**src/rtl/led_scroll_driver.sv**
```systemverilog
// Multiplexed N-digit 7-segment driver scrolling a writable circular hex message.
// Each digit slot blanks all anodes for BLANK_CYCLES before lighting one anode.
module led_scroll_driver #(
  parameter int NUM_DIGITS   = 4,
  parameter int MSG_DEPTH    = 16,
  parameter int REFRESH_DIV  = 16,
  parameter int BLANK_CYCLES = 2,
  parameter int SCROLL_DIV   = 1024
) (
  input  logic                         clk,
  input  logic                         reset,
  input  logic                         wr_en,
  input  logic [$clog2(MSG_DEPTH)-1:0] wr_addr,
  input  logic [3:0]                   wr_data,
  input  logic                         scroll_en,
  input  logic                         step,
  output logic [NUM_DIGITS-1:0]        an,
  output logic [6:0]                   seg,
  output logic                         dp,
  output logic [$clog2(MSG_DEPTH)-1:0] ptr_out
);

  localparam int AW = $clog2(MSG_DEPTH);
  localparam int CW = $clog2(REFRESH_DIV);
  localparam int DW = $clog2(NUM_DIGITS);
  localparam int TW = $clog2(SCROLL_DIV);

  logic [CW-1:0]         c_q, c_d;
  logic [DW-1:0]         d_q, d_d;
  logic [AW-1:0]         p_q, p_d;
  logic [TW-1:0]         tmr_q, tmr_d;
  logic [NUM_DIGITS-1:0] an_q, an_d;
  logic [6:0]            seg_q, seg_d;
  logic                  dp_q, dp_d;
  logic [3:0]            mem_q [MSG_DEPTH];
  logic [3:0]            mem_d [MSG_DEPTH];
  logic [AW-1:0]         idx;
  logic                  slot_end;
  logic                  lit;

  function automatic logic [6:0] hex7(input logic [3:0] h);
    case (h)
      4'h0: hex7 = 7'b0000001;
      4'h1: hex7 = 7'b1001111;
      4'h2: hex7 = 7'b0010010;
      4'h3: hex7 = 7'b0000110;
      4'h4: hex7 = 7'b1001100;
      4'h5: hex7 = 7'b0100100;
      4'h6: hex7 = 7'b0100000;
      4'h7: hex7 = 7'b0001111;
      4'h8: hex7 = 7'b0000000;
      4'h9: hex7 = 7'b0000100;
      4'hA: hex7 = 7'b0001000;
      4'hB: hex7 = 7'b1100000;
      4'hC: hex7 = 7'b0110001;
      4'hD: hex7 = 7'b1000010;
      4'hE: hex7 = 7'b0110000;
      default: hex7 = 7'b0111000;
    endcase
  endfunction

  always_comb begin
    slot_end = (c_q == CW'(REFRESH_DIV - 1));
    c_d      = slot_end ? '0 : c_q + 1'b1;
    d_d      = d_q;
    if (slot_end) d_d = (d_q == '0) ? DW'(NUM_DIGITS - 1) : d_q - 1'b1;

    // Leftmost digit (highest d) shows mem[p]; index wraps naturally at MSG_DEPTH.
    idx   = p_q + AW'(NUM_DIGITS - 1) - AW'(d_q);
    seg_d = seg_q;
    dp_d  = dp_q;
    if (c_q == '0) begin
      seg_d = hex7(mem_q[idx]);
      dp_d  = (idx != '0);
    end

    lit = (c_q >= CW'(BLANK_CYCLES));
    for (int k = 0; k < NUM_DIGITS; k++) an_d[k] = ~(lit && (d_q == DW'(k)));

    p_d   = p_q;
    tmr_d = '0;
    if (scroll_en) begin
      if (tmr_q == TW'(SCROLL_DIV - 1)) p_d = p_q + 1'b1;
      else tmr_d = tmr_q + 1'b1;
    end else if (step) begin
      p_d = p_q + 1'b1;
    end

    for (int i = 0; i < MSG_DEPTH; i++) mem_d[i] = mem_q[i];
    if (wr_en) mem_d[wr_addr] = wr_data;
  end

  always_ff @(posedge clk or negedge reset) begin
    if (!reset) begin
      c_q   <= '0;
      d_q   <= DW'(NUM_DIGITS - 1);
      p_q   <= '0;
      tmr_q <= '0;
      an_q  <= '1;
      seg_q <= 7'b1111111;
      dp_q  <= 1'b1;
      for (int i = 0; i < MSG_DEPTH; i++) mem_q[i] <= 4'(i);
    end else begin
      c_q   <= c_d;
      d_q   <= d_d;
      p_q   <= p_d;
      tmr_q <= tmr_d;
      an_q  <= an_d;
      seg_q <= seg_d;
      dp_q  <= dp_d;
      for (int i = 0; i < MSG_DEPTH; i++) mem_q[i] <= mem_d[i];
    end
  end

  assign an      = an_q;
  assign seg     = seg_q;
  assign dp      = dp_q;
  assign ptr_out = p_q;

endmodule

```
**config.mk**
```make
export PLATFORM = sky130hd
export DESIGN_NAME = led_scroll_driver
export DESIGN_NICKNAME = d
export VERILOG_FILES = /design/src/rtl/led_scroll_driver.sv
export SDC_FILE = /design/constraint.sdc
export NUM_CORES = 1
export LEC_CHECK = 0
export CAP_MARGIN = 0
export CELL_PAD_IN_SITES_DETAIL_PLACEMENT = 0
export CELL_PAD_IN_SITES_GLOBAL_PLACEMENT = 1
export CORE_ASPECT_RATIO = 1.1
export CORE_UTILIZATION = 49
export CTS_CLUSTER_SIZE = 20
export DETAILED_ROUTE_END_ITERATION = 8
export PLACE_DENSITY = 0.81
export SYNTH_ARGS = -nofsm -noshare
export SYNTH_HDL_FRONTEND = slang
export SYNTH_SLANG_ARGS = --single-unit
```
**constraint.sdc**
```tcl
create_clock -name clk -period 4.95 [get_ports clk]
set_clock_uncertainty 0.15 [all_clocks]
set_input_delay 1.485 -clock clk [delete_from_list [all_inputs] [get_ports clk]]
set_output_delay 1.485 -clock clk [all_outputs]
set_load 0.01 [all_outputs]
```
==> impl_metrics.json, run 1 <==
{
  "dieArea_sq_mm": 0.01043,
  "post-cts-setup-buffers": 0,
  "grt_overflow_total": 0,
  "gr-usage-met1_pct": 26.66,
  "met3_usage_pct": 3.390,
  "die_h_microns": 107.0,
  "clk_latency_ps": 360,
  "hold_path_depth": 1,
  "cp-end-kind": "register",
  "ys_types": 48,
  "area_delta_synth_final_pct": 11.84,
  "num_rows": 37,
  "fmax_ghz": 0.2387,
  "period_share_pct": 84.64,
  "drive_gt1_share_pct": 38.33,
  "leakage_uw": 0.002289,
  "cts_hold_buf": 0,
  "grt_pass1_vias": 2942,
  "slew_viol_final": 0,
  "drv_cap": 0,
  "status": "finished, final reports clean",
  "numCtsBuffers": 9,
  "antenna_found_initial": 0,
  "cts_tree": "built",
  "yosysSeqAreaShare_pct": 50.08,
  "final_cell_mix": "68 x mux2_2, 50 x dfrtp_1, 46 x dfstp_2",
  "synth_edf_count": 0,
  "synth_area_per_cell_sq_um": 13.10,
  "top_usage_layer": "met2",
  "synth_ff_type": "dfrtp_1",
  "routed_wl_microns": 9151,
  "nNetsFinal": 434,
  "clk_pin_slew_ps": 100,
  "drtIter0Drc": 114,
  "boundaryPins": 29,
  "worst_pin_slew_ps": 931.1,
  "ys_top_cells_by_area": "dfrtp_1 25%, dfstp_2 25%, mux2_2 16%",
  "min_from": "c_q[0]",
  "finalSetupTns_ps": 0,
  "synth.top_cell.area_share_pct": 25.47,
  "cp.arrival_ps": 4310,
  "grt_max_degree": 72,
  "yosys_warnings": 0,
  "finalSetupViolations": 0,
  "drc": 0,
  "clockBufferDepth": 2,
  "wl_per_cell_microns": 17.46,
  "cts_resized": 0,
  "place_congestion": 0.7958,
  "vias": 2978,
  "root_buffer": "clkbuf_8",
  "grt_pass1_wl_microns": 15210,
  "h-tree-depth": 3,
  "worstReg2RegEnd": "seg[3]",
  "synthArstFlopShare_pct": 100.0,
  "ys_ff_latch": 96,
  "grt.total_usage_pct": 18.77,
  "place_area_sq_mm": 0.005290,
  "hold_path_end": "c_q[0]",
  "viasPerCell": 5.683,
  "start_kind": "register",
  "syn_inst": 375,
  "reg2reg_depth": 12,
  "die_w_microns": 97.47,
  "synth_nets": 407,
  "vdd_ir_drop_max_v": 0.0002769,
  "power_density_mw_per_mm2": 580.1,
  "hpwl_microns": 6548,
  "antenna_cells": 0,
  "start_util_pct": 51.51,
  "ant_nets": 0,
  "worstReg2RegStart": "d_q[1]",
  "fill_cells": 780,
  "final_area_sq_mm": 0.005494,
  "path_class": "reg -> reg",
  "final_common_cell": "mux2_2",
  "dr.pass1.iters": 4,
  "core-area_sq_mm": 0.009537,
  "io_buffers": 28,
  "ff2ff_setup_slack_ps": 760,
  "finalHoldViolCount": 0,
  "hp-class": "reg -> reg",
  "period_needed_ps": 4190,
  "yosysTopAreaCell": "dfrtp_1",
  "cp-startpoint": "d_q[1]",
  "relSlewSlack_pct": 37.93,
  "required_ps": 5070,
  "gr-usage-met2_pct": 30.12,
  "netlist_area_sq_mm": 0.004912,
  "rsz0062_at_grt": "false",
  "cp_max_fo": 20,
  "clock_sinks": 96
}
-- synthesized netlist by cell type (3+ instances only) --
cell	number
mux2_2	68
dfrtp_1	50
dfstp_2	46
nor2_1	27
ha_1	18
nand2_1	17
inv_1	14
mux4_2	14
mux2i_1	13
clkbuf_1	10
nand3_1	9
nand3b_1	9
a21oi_1	6
xnor2_1	6
xor2_1	6
and3_1	5
and2_1	4
buf_2	4
nor3_1	4
o21ai_0	4
nand2b_1	3
or3_1	3
-- routing by layer --
layer / vias up / share of wire (%)
met5: - / 0
met4: 0 / 0.33
met3: 2 / 2.6
met2: 45 / 48
met1: 1523 / 49
li1: 1408 / -
-- state kept, by name, indices dropped and copies added (netlist names) --
signal   cells
an           4
dp           1
d_q          2
c_q          4
tmr_q       10
seg          7
ptr_out      4
mem_q       64
-- how the worst max path moves through the flow --
stage,endpoint,slack [ps],cells after the start
after floorplan,seg[3],1190,15
after detailed placement,seg[3],760,12
after global placement,seg[3],880,12
after global routing,seg[3],450,13
after CTS,seg[3],730,12
final,seg[3],760,12
-- worst max-delay path: stages (launching register included) --
cell      delay [ps]
dfstp_2          570
inv_1             70
ha_1             270
ha_1             900
mux4_2           440
mux4_2           570
inv_1            120
ha_1             310
mux2_2           210
nand3_1           70
o31ai_1           90
nor4_1            80
a211oi_1         240
-- through the flow --
step	util, %	total power (uW)	hold WS [ps]	std cells	setup WS [ps]
after global placement	55.47	2673	314.9	508	879.6
final	57.61	3187	346.6	524	760.1
after floorplan	-	2292	296.7	375	1190
after detailed placement	55.47	2680	336.4	508	759.2
after CTS	57.61	3212	350.5	524	725.3
after global routing	57.61	3412	366.2	524	445.7
-- power breakdown --
part / switching, uW / leakage, uW / internal, uW
Combinational: 768 / 0.00107 / 771
Sequential: 106 / 0.00111 / 1010
Clock: 278 / 0.000107 / 250
Total: 1150 / 0.00229 / 2040
-- cells by family after synthesis --
kind of cell,share of synthesized area (%)
flops,50.08
simple gates,9.119
xor+xnor,2.471
buf+inv,2.624
compound gates,3.923
fa+ha+maj,4.992
mux,26.80
-- final cells by class --
| type | count | area, sq um | share of cell area, % |
|---|---|---|---|
| Clock buffer | 10 | 137.6 | 2.505 |
| Clock inverter | 6 | 66.31 | 1.207 |
| Inverter | 14 | 52.55 | 0.9565 |
| Multi-Input combinational cell | 249 | 2323 | 42.29 |
| Sequential cell | 96 | 2460 | 44.77 |
| Tap cell | 117 | 146.4 | 2.665 |
| Timing Repair Buffer | 32 | 307.8 | 5.602 |
(Power assumes the default switching activity.)
==> inputs of run 2 (changes only) <==
clock period = 4.33 ns   (was 4.95 ns; I/O delays follow)
==> run 2 against run 1 <==
  * Non-clock buffer count grew 2
  * Sequential power rose by 15%
  * Global-route usage rose by 0.65 points
  * Core utilization rose by 0.49 points
  * Final area increased by 0.84%
  * Largest cell class unchanged
  * Highest routed layer unchanged
==> impl_metrics.json, run 2 (synthesis results as in run 1) <==
{
  "fill_cells": 780,
  "cp.arrival_ps": 4110,
  "final_area_sq_mm": 0.005540,
  "cp_max_fo": 13,
  "place_congestion": 0.8211,
  "power_density_mw_per_mm2": 670.2,
  "fmax_ghz": 0.2513,
  "required_ps": 4460,
  "period_needed_ps": 3980,
  "path_class": "reg -> reg",
  "vias": 2952,
  "wl_met3_microns": 308,
  "drc": 0,
  "core-area_sq_mm": 0.009537,
  "num_rows": 37,
  "drtIter0Drc": 133,
  "h-tree-depth": 3,
  "dr.pass1.iters": 4,
  "hp-class": "reg -> reg",
  "period_share_pct": 91.92,
  "wl_per_cell_microns": 17.69,
  "grt_max_degree": 52,
  "die_h_microns": 107.0,
  "start_util_pct": 51.51,
  "drive_gt1_share_pct": 38.14,
  "leakage_uw": 0.002307,
  "routed_wl_microns": 9304,
  "dieArea_sq_mm": 0.01043,
  "viasPerCell": 5.612,
  "drt-met1-wl_microns": 4486,
  "root_buffer": "clkbuf_8",
  "cts_tree": "built",
  "clockBufferDepth": 2,
  "finalSetupViolations": 0,
  "slowest_delay_ps": 680,
  "seq_area_sq_mm": 0.002460,
  "largest_register_ffs": 64,
  "cp-end-kind": "register",
  "clock_sinks": 96,
  "die_w_microns": 97.47,
  "numCtsBuffers": 9,
  "path_delay_family": "adder cells",
  "status": "finished, final reports clean",
  "ant_nets": 0,
  "final_cell_mix": "68 x mux2_2, 50 x dfrtp_1, 46 x dfstp_2",
  "start_kind": "register",
  "wl_met2_microns": 4327,
  "hpwl_microns": 6579,
  "grt_pass1_wl_microns": 15520,
  "cts_hold_buf": 0,
  "top_register": "mem_q",
  "rsz0062_at_grt": "false",
  "grt_pass1_vias": 3051,
  "drv_cap": 0,
  "nNetsFinal": 436,
  "antenna_cells": 0,
  "vdd_ir_drop_max_v": 0.0002809,
  "multi_input_area_sq_mm": 0.002335,
  "final_common_cell": "mux2_2",
  "io_buffers": 28,
  "boundaryPins": 29,
  "finalSetupTns_ps": 0,
  "top_layer": "met4",
  "path_cells": "inv_1 > ha_1 > ha_1 > mux4_2 > mux4_2 > inv_1 > ha_1 > mux2_2 > nand3_1 > o31ai_1 > nor4_1 > a211oi_1",
  "grt.total_usage_pct": 19.42,
  "cpMaxStageDelayCell": "ha_1",
  "clk_latency_ps": 360,
  "worst_path_most_repeated_cell": "ha_1",
  "worst_pin_slew_ps": 673.2,
  "area_delta_synth_final_pct": 12.79,
  "grt_overflow_total": 0,
  "place_area_sq_mm": 0.005330,
  "finalHoldViolCount": 0,
  "antenna_found_initial": 0,
  "clk_pin_slew_ps": 90,
  "utilization_pct": 58.10,
  "critical_path_buf_inv_count": 2,
  "relSlewSlack_pct": 53.83,
  "slew_viol_final": 0
}
==> run 2: worst paths after layout <==
check                      cells past startpoint  slack [ps]         to      from
setup / recovery                              12         350     seg[3]    d_q[1]
hold / removal                                 1         330   tmr_q[0]  tmr_q[0]
setup reg to reg                              12         350     seg[3]    d_q[1]
hold reg to reg                                1         330   tmr_q[0]  tmr_q[0]
max in group asynchronous                      2        2470  mem_q[42]     reset
min in group asynchronous                      1         810     c_q[0]     reset
==> run 2: area by class of cell <==
class / count / share of cell area, %
flip-flops and latches: 96 / 44.40
multi-input cells: 249 / 42.14
repair buffers: 34 / 6.278
clock buffers: 13 / 2.868
well taps: 117 / 2.642
inverters: 14 / 0.9485
clock inverters: 3 / 0.7227
==> run 2: power breakdown <==
group          total [uW]  internal (uW)  switching (uW)  leakage (uW)
registers            1290           1160             125       0.00111
clock network         600            298             303      0.000103
logic                1830            921             906       0.00109
==> run 2: routing by layer <==
layer  global-route usage [%]  vias up
met1                    26.51     1480
li1                         -     1405
met4                    8.718        0
met3                    3.781       15
met2                    30.22       52
met5                        0        -
==> run 2: repair_timing <==
item | 4_1_cts | 5_1_grt
setup buffers | 0 | 0
gates resized for setup | 0 | 1
endpoints found under the setup margin | 0 | 1
==> run 2: through the flow <==
step                hold slack, ps  setup slack, ps  cells  power (uW)
global route                 355.3            66.97    526        3952
detailed placement           324.3            320.6    510        3118
global placement             316.1            404.9    510        3099
finish                       332.5            349.9    526        3713
floorplan                    296.7            570.0    375        2620
CTS                          336.6            311.1    526        3728
==> variant, RTL diff (config.mk and constraints of run 2) <==
`MSG_DEPTH`: 16 -> 32.
--- a/src/rtl/led_scroll_driver.sv
+++ b/src/rtl/led_scroll_driver.sv
@@ -3,5 +3,5 @@
 module led_scroll_driver #(
   parameter int NUM_DIGITS   = 4,
-  parameter int MSG_DEPTH    = 16,
+  parameter int MSG_DEPTH    = 32,
   parameter int REFRESH_DIV  = 16,
   parameter int BLANK_CYCLES = 2,
Interface: changed (resized ptr_out and wr_addr); port bits go from 29 to 31. No check against the original RTL was run, so the function may have changed too.
==> variant against run 2 <==
  * Final area increased by 65%
  * Utilization decreased by 0.28 points
  * Combinational power increased by 44%
  * Routed wire length increased by 79%
  * Sequential cell count increased by 65
  * Worst setup slack got worse by 0.11 ns
  * Total power increased by 70%
  * Synthesized area increased by 62%
  * Critical endpoint is now seg[6]
  * Largest power group unchanged
  * Highest routed layer unchanged
==> variant: results <==
min_path:
  min_from: "seg[2]"
  worstHoldEndpoint: "seg[2]"
  min_path_cells: 2
yosys:
  syn-num-nets: 615
  synthTopCellsByCount: "mux2_2, dfrtp_1, dfstp_2, nand2_1, nor2_1"
  syn_avg_cell_area_sq_um: 13.7
  ys_seq_elements: 161
  synth_area_leaders: "dfrtp_1, dfstp_2, mux2_2, mux4_2, ha_1"
setup_path:
  worstSetupEndpoint: "seg[6]"
  cp.arrival_ns: 4.27
  worstPathMaxFanout: 25
global_routing:
  grtUsageMet2_pct: 35.5
  grt_use_met1_pct: 29.7
  grt_util_all_layers_pct: 22.1
  grt_max_degree: 86
clocking:
  cts_made_buffers: 17
  clkSlewWorstSetupHoldPaths_ns: 0.06
  htree_levels: 4
  clock_latency_ns: 0.42
  root_buffer: "clkbuf_16"
place:
  dp_hpwl_mm: 11.3
finish:
  drive_above_1_share_pct: 47.0
  fin_cells: 828
  multi_input_area_share_pct: 39.7
  sh_seq_area_pct: 45.2
  fin_nets: 649
  nFillCells: 1263
  clock_area_share_pct: 6.88
  largest_reg_flops: 128
  inverters: 13
pwr:
  intPower_uw: 4190
  peakVddDrop_mv: 0.346
  seq_power_uw: 2080
detailed_routing:
  wl_per_cell_um: 20.1
  drt_iter0_drc: 238
  route.met2.wl_mm: 8.14
outcome:
  outcome: "finished, final reports clean"
## variant: cell count changes after synthesis, sizes merged, moves of 3 or more
cell and delta:
dfrtp +33, or3 -3, dfstp +32, nor3b +3, nand2 +23, o21ai +5
mux2 +62, buf +8, mux4 +14, nor2 +10, nand3b -4, clkbuf +4
## variant: cell families after synthesis
family	synth area share, %
AO/OA/AOI/OAI	4.02
XOR/XNOR	1.74
adder cells (fa/ha/maj)	3.23
buffers and inverters	2.76
flip-flops	51.8
multiplexers	29.3
AND/OR/NAND/NOR	7.20
## variant: metrics by stage
step / instance area [sq um] / setup slack (ns) / total power (uW) / utilization (%) / hold WS, ns
after global routing: 9130 / 0.0405 / 6690 / 57.8 / 0.338
after floorplan: 7970 / 0.580 / 4030 / - / 0.299
final: 9130 / 0.244 / 6300 / 57.8 / 0.315
after CTS: 9130 / 0.251 / 6360 / 57.8 / 0.318
after global placement: 8500 / 0.346 / 4670 / 53.8 / 0.306
after detailed placement: 8500 / 0.267 / 4750 / 53.8 / 0.309
